File: src/rtl/ym_dbg_chain_rx_pkg.sv
// Shared definitions for the debug-chain receiver.
//
// c1/c2 legality: a c1 cycle has c1=1,c2=0 and a c2 cycle has c2=1,c1=0.
// c1=c2=1 in the same cycle is illegal. The receiver then performs only the
// c2 action and ignores c1.
package ym_dbg_chain_rx_pkg;

  typedef enum logic [1:0] {
    DBG_IDLE  = 2'd0,
    DBG_ARMED = 2'd1,
    DBG_SHIFT = 2'd2
  } dbg_state_e;

endpackage

File: src/rtl/ym_dbg_chain_rx.sv
// Receiving end of the ym_dbg_read / ym_dbg_read_eg serial debug chains.
// It reassembles a DATA_WIDTH-bit word from the chain's serial output,
// using the same c1 (sample) and c2 (commit) phase enables as the chain.
//
// Ports:
//   MCLK        clock, all state updates on posedge
//   RESET_n     asynchronous active-low reset
//   c1, c2      phase enables shared with the chain
//   load        chain load net, only acted on in c1 cycles
//   serial_in   serial output of the last chain cell
//   data_out    last completed word, held until the next frame completes
//   data_valid  one-cycle strobe when data_out updates
//   busy        a frame is in progress (ARMED or SHIFT)
//   abort       one-cycle strobe when a load restarts an unfinished frame
//
// state     | meaning
// ----------+-----------------------------------------------------------
// DBG_IDLE  | no frame in progress, serial_in ignored
// DBG_ARMED | load seen, waiting for the first committed bit
// DBG_SHIFT | at least one bit committed, frame not yet complete
module ym_dbg_chain_rx
  import ym_dbg_chain_rx_pkg::*;
#(
  parameter int DATA_WIDTH = 8,
  parameter bit MSB_FIRST  = 1'b0
) (
  input  logic                  MCLK,
  input  logic                  RESET_n,
  input  logic                  c1,
  input  logic                  c2,
  input  logic                  load,
  input  logic                  serial_in,
  output logic [DATA_WIDTH-1:0] data_out,
  output logic                  data_valid,
  output logic                  busy,
  output logic                  abort
);

  localparam int CNT_W = $clog2(DATA_WIDTH + 1);

  dbg_state_e            state_q;
  logic [CNT_W-1:0]      cnt_q;
  logic [CNT_W-1:0]      cnt_d;
  logic                  pend_q;
  logic                  samp_q;
  logic [DATA_WIDTH-1:0] shreg_q;
  logic [DATA_WIDTH-1:0] shreg_d;
  logic [DATA_WIDTH-1:0] data_out_q;
  logic                  data_valid_q;
  logic                  busy_q;
  logic                  abort_q;

  logic c1_cyc;
  logic c2_cyc;
  logic active;
  logic last_bit;

  // c2 wins when both enables are high, so c1 only counts when c2 is low.
  assign c1_cyc = c1 & ~c2;
  assign c2_cyc = c2;
  assign active = (state_q != DBG_IDLE);

  assign cnt_d    = cnt_q + CNT_W'(1);
  assign last_bit = (cnt_d == CNT_W'(DATA_WIDTH));

  generate
    if (DATA_WIDTH == 1) begin : g_w1
      assign shreg_d = samp_q;
    end else if (MSB_FIRST) begin : g_msb
      assign shreg_d = {shreg_q[DATA_WIDTH-2:0], samp_q};
    end else begin : g_lsb
      assign shreg_d = {samp_q, shreg_q[DATA_WIDTH-1:1]};
    end
  endgenerate

  always_ff @(posedge MCLK or negedge RESET_n) begin
    if (!RESET_n) begin
      state_q      <= DBG_IDLE;
      cnt_q        <= '0;
      pend_q       <= 1'b0;
      samp_q       <= 1'b0;
      shreg_q      <= '0;
      data_out_q   <= '0;
      data_valid_q <= 1'b0;
      busy_q       <= 1'b0;
      abort_q      <= 1'b0;
    end else begin
      data_valid_q <= 1'b0;
      abort_q      <= 1'b0;
      if (c1_cyc && load) begin
        // Load has priority over sampling and restarts any frame in flight.
        state_q <= DBG_ARMED;
        cnt_q   <= '0;
        pend_q  <= 1'b0;
        busy_q  <= 1'b1;
        abort_q <= active;
      end else if (c1_cyc && active) begin
        // A second c1 before the commit simply replaces the sample.
        samp_q <= serial_in;
        pend_q <= 1'b1;
      end else if (c2_cyc && active && pend_q) begin
        shreg_q <= shreg_d;
        cnt_q   <= cnt_d;
        pend_q  <= 1'b0;
        if (last_bit) begin
          data_out_q   <= shreg_d;
          data_valid_q <= 1'b1;
          state_q      <= DBG_IDLE;
          busy_q       <= 1'b0;
        end else begin
          state_q <= DBG_SHIFT;
        end
      end
    end
  end

  assign data_out   = data_out_q;
  assign data_valid = data_valid_q;
  assign busy       = busy_q;
  assign abort      = abort_q;

endmodule

File: config.mk
export PLATFORM = sky130hd
export DESIGN_NAME = ym_dbg_chain_rx
export DESIGN_NICKNAME = d
export VERILOG_FILES = /design/src/rtl/ym_dbg_chain_rx_pkg.sv /design/src/rtl/ym_dbg_chain_rx.sv
export SDC_FILE = /design/constraint.sdc
export NUM_CORES = 1
export LEC_CHECK = 0
export CELL_PAD_IN_SITES_DETAIL_PLACEMENT = 1
export CELL_PAD_IN_SITES_GLOBAL_PLACEMENT = 2
export CORE_UTILIZATION = 33
export CTS_BUF_LIST = sky130_fd_sc_hd__clkbuf_8
export CTS_CLUSTER_SIZE = 25
export DETAILED_ROUTE_END_ITERATION = 7
export GPL_ROUTABILITY_DRIVEN = 0
export PLACE_DENSITY = 0.76
export SYNTH_ARGS = -nofsm -noshare
export SYNTH_HDL_FRONTEND = slang
export SYNTH_SLANG_ARGS = --single-unit
File: constraint.sdc
create_clock -name MCLK -period 1.7 [get_ports MCLK]
set_input_delay 0.34 -clock MCLK [delete_from_list [all_inputs] [get_ports MCLK]]
set_output_delay 0.34 -clock MCLK [all_outputs]
set_load 0.01 [all_outputs]
Word-level counts from Yosys, hierarchy flattened:

Index checks and enable logic that the tools add are counted.

* $add $sub $neg: 1
* equal/unequal tests: 2
* multiplexer cells: 19
* bitwise gates (word level): 4
* reductions and logical operators: 13

Operator list (count)
* two-way mux 1 bit: 12
* two-way mux 4 bit: 3
* two-way mux 2 bit: 4
* AND reduction 3 bit: 2
* nonzero test 2 bit: 3
* adder 4 x 1 -> 4 bit, second input constant: 1
* == test 4 bit, second input constant: 1
* logical AND 1 bit: 4
* AND reduction 2 bit: 2
* AND reduction 4 bit: 1
* inverter 1 bit: 3
* nonzero test 3 bit: 1
* inequality test 2 bit, second input constant: 1
* bitwise AND 1 bit: 1

* register bits after elaboration: 27
* input bits: 6
* output and inout port bits: 11
* logic and storage cells: 48

Logic depth before layout (Yosys ltp):

* depth after elaboration: 6
* mapped depth: 4
* mapped depth without buffers: 4

Worst setup path after synthesis:

OpenSTA, ideal clock, no wires.

* path type: register -> register
* start: register cnt_q[0]
* end: register data_out_q[0] (netlist: data_out[0])
* setup time: 0.125 ns
* data arrival time: 1.438 ns
* required time: 1.575 ns
* path slack: 0.137 ns
* cell stages (with the launch flop): 5
* path buffers: 0
* clock period less this slack: 1.563 ns
* path through: dfrtp_1 > ha_1 > nand2_1 > a211oi_4 > mux2_2

* longest elaborated chain between the ends: 3

Ends and longest elaborated chain
* start, declared: line ym_dbg_chain_rx.sv:42 `logic [CNT_W-1:0] cnt_q;`
* start signal, assigned: line ym_dbg_chain_rx.sv:103 `cnt_q <= cnt_d;`
* adder 4 x 1 -> 4 bit: line ym_dbg_chain_rx.sv:63 `assign cnt_d = cnt_q + CNT_W'(1);`
* == test 4 bit: line ym_dbg_chain_rx.sv:64 `assign last_bit = (cnt_d == CNT_W'(DATA_WIDTH));`
* AND reduction 4 bit (no line)
* end signal, assigned: line ym_dbg_chain_rx.sv:106 `data_out_q <= shreg_d;`
* end, declared: line ym_dbg_chain_rx.sv:48 `logic [DATA_WIDTH-1:0] data_out_q;`

No other way between the ends.
A chain may end at the register's enable or synchronous reset.

Final worst setup path:

* start: register cnt_q[1]
* end: register data_out_q[2] (netlist: data_out[2])

Same word-level chain as after synthesis.

==> run summary <==
Status -> complete, no violations
Reg-to-Reg End -> data_out[2]
Design area -> 1436 um^2
Crit-path leading delay family -> compound AO/OA/AOI/OAI gates
Die Area -> 3473 um^2
# nets final -> 123
Fin crit period -> 1607 ps
Vias per inst -> 4.509
Register area share after synthesis -> 0.6082
Mapped Area -> 1070 um^2
Most frequent cells in the layout -> dfrtp_1, nand2_1, clkdlybuf4s50_1
First-pass GRT wire length -> 3.401 mm
Final cell count without fillers -> 159
TritonCTS buffer count -> 3
Skew-Pair Late Insertion Delay -> 260 ps
Largest family of logic cells by synthesized area -> multiplexers
P_leak -> 0.6762 nW
CP cell instances -> buf_4 -> a21bo_2 -> a211oi_4 -> buf_12 -> mux2_2
Pre-Repair DR Iteration Count -> 2
PwrDens -> 1249 nW/um^2
Top cell type's share of synthesized area -> 0.6082
Largest net degree at the start of global routing -> 27
Root buf cell -> clkbuf_8
Xor/xnor share of the synthesized area -> 0.008187
Least-Margin Pin Slew -> 334.4 ps
Slew HR -> 0.7770
Initial Util -> 0.3504
DP Area -> 1343 um^2
Layout area overhead -> 34.27%
Worst hold path class -> in2async
Setup crit start kind -> register
Clock buffer depth -> 2
GRT overflow -> 0
Clock sinks -> 26
DR WL/cell -> 12.36 um
Max-slew violation count -> 0
Setup_tns -> 0 ps
Syn Area/Cell -> 12.30 um^2
Die Span X -> 58.94 um
DRC Markers -> 0
Initial antenna violation count -> 0
Worst path buffer plus inverter count -> 2
Req. time, crit path -> 1850 ps
Reg2reg start -> cnt_q[1]
Clock network power share -> 0.278
Crit end category -> register
Syn_nets -> 94
Post-Syn Instances -> 87
Fmax -> 622.4 MHz
Critical Path AT -> 1760 ps
Share of cells above drive strength 1 -> 0.2522
Worst clock skew -> 3.210 ps
Crit path largest cell delay -> 390 ps
Final Hold Violating Endpoints -> 0
Post-synth top area cell -> dfrtp_1
Core Rows -> 20
Number of diodes -> 0
Via count -> 717
Clock Pin Slew Worst Setup and Hold Paths -> 90 ps
Sw power -> 516.1 uW
Final setup viols -> 0
DP HPWL -> 1.383 mm
Ys Warns -> 0
Max VDD drop -> 481.2 uV
Final wirelength -> 1.965 mm
TritonCTS clock tree -> done
Layout Utilization -> 0.4705
CORE AREA -> 3053 um^2
Mux cell area share after synthesis -> 0.1251
Seq pwr share -> 0.504
R2r setup slk -> 90 ps
I/O Pins -> 17
Vias in the first global route -> 728
Port bufs -> 16
Commonest non-fill, non-tap cell in the layout -> dfrtp_1
P_int -> 1.278 mW
Critical path type -> reg2reg
Inst Count DP -> 152
Cells on worst reg2reg path -> 5
DIE HEIGHT -> 58.94 um
Final worst path period share -> 0.9451
#FFs+latches synth -> 26
Simple-Gate Fraction of Synth Area -> 0.1228
Initial drt markers -> 13
Max-cap violations -> 0
Combinational power share -> 0.217
Power Total -> 1.795 mW
Max Fanout on Critical Path -> 10
CP max stage cell -> dfrtp_1
H-tree levels -> 1
Area contributors post-synth -> dfrtp_1, mux2_2, nand2_1, o211ai_4, a211oi_4
Gr usage total -> 0.1293
Compound-Gate Fraction of Synth Area -> 0.1135
Yosys cell types -> 24
Routed Antenna Nets -> 0
Post-synthesis adder-cell area fraction -> 0.01170
Sw frac -> 0.2876
## kinds of logic (layout without fill, tap and decap cells)
logic type / after synthesis / after routing
adders and majority gates: 1 / 1
buffers and inverters: 3 / 31
and+or+nand+nor: 32 / 32
DFF: 26 / 26
AOI/OAI and AO/OA: 12 / 12
xor gates and xnor gates: 1 / 1
muxes: 12 / 12
## sequential cells by signal, summed over array words and instances (netlist names)
register / cells
pend_q: 1
shreg_q: 7
data_out: 8
data_valid: 1
busy: 1
cnt_q: 4
samp_q: 1
abort: 1
state_q: 2
## repair_timing
action	CTS	global route
gates resized for setup	0	0
hold buffers	0	0
setup endpoints to repair	0	7
buffers inserted	0	3
## through the flow
| stage | hold slack (ps) | setup WS [ps] |
|---|---|---|
| 5_1_grt | 459.7 | -16.68 |
| 6_report | 441.1 | 93.37 |
| 3_3_place_gp | 455.5 | -102.1 |
| 3_5_place_dp | 465.3 | -110.9 |
| 4_1_cts | 449.4 | 73.19 |
| 2_1_floorplan | 44.41 | 136.8 |
## routing by layer
| metal | global-route usage | routed length, um |
|---|---|---|
| met4 | 0.04082 | 24 |
| met1 | 0.1863 | 993 |
| met2 | 0.1948 | 894 |
| met3 | 0.02637 | 53 |
| met5 | 0 | 0 |
## worst max-delay path by stage
| stage | to | slack [ps] | from | depth (start not counted) |
|---|---|---|---|---|
| detailed placement | data_out[2] | -110 | c2 | 5 |
| CTS | data_out[2] | 70 | cnt_q[1] | 5 |
| global route | data_out[6] | -20 | cnt_q[0] | 5 |
| global placement | data_out[5] | -100 | c2 | 5 |
| finish | data_out[2] | 90 | cnt_q[1] | 5 |
| floorplan | data_out[0] | 140 | cnt_q[0] | 4 |
## power by group through the flow
stage	sequential (mW)	clock, mW	combinational (mW)
6_report	0.905	0.499	0.390
5_1_grt	0.933	0.543	0.443
4_1_cts	0.918	0.522	0.339
3_5_place_dp	0.927	0	0.337
3_3_place_gp	0.920	0	0.327
2_1_floorplan	0.886	0	0.228
## synthesized netlist by cell type
| master | instances |
|---|---|
| o21a_1 | 2 |
| a21oi_1 | 1 |
| o211a_1 | 1 |
| o2bb2ai_1 | 1 |
| o21ai_0 | 1 |
| nor3_1 | 1 |
| a21bo_2 | 1 |
| a22o_2 | 1 |
| and3b_1 | 1 |
| nand3_1 | 1 |
| a22o_1 | 1 |
| xnor2_1 | 1 |
| o211ai_4 | 1 |
| mux2_2 | 11 |
| a211oi_4 | 1 |
| inv_1 | 1 |
| nand2_1 | 23 |
| ha_1 | 1 |
| a211oi_1 | 1 |
| nor2_1 | 5 |
| nand3b_1 | 1 |
| dfrtp_1 | 26 |
| mux2i_1 | 1 |
| clkbuf_1 | 2 |
## cell type report
cell class	instances	area, um^2
Multi-Input combinational cell	58	407.9
Timing Repair Buffer	26	247.7
Sequential cell	26	650.6
Clock buffer	3	41.29
Tap cell	44	55.05
Fill cell	348	1617
Inverter	1	3.754
Clock inverter	1	30.03
No activity file was read; power rests on OpenSTA's default activity.
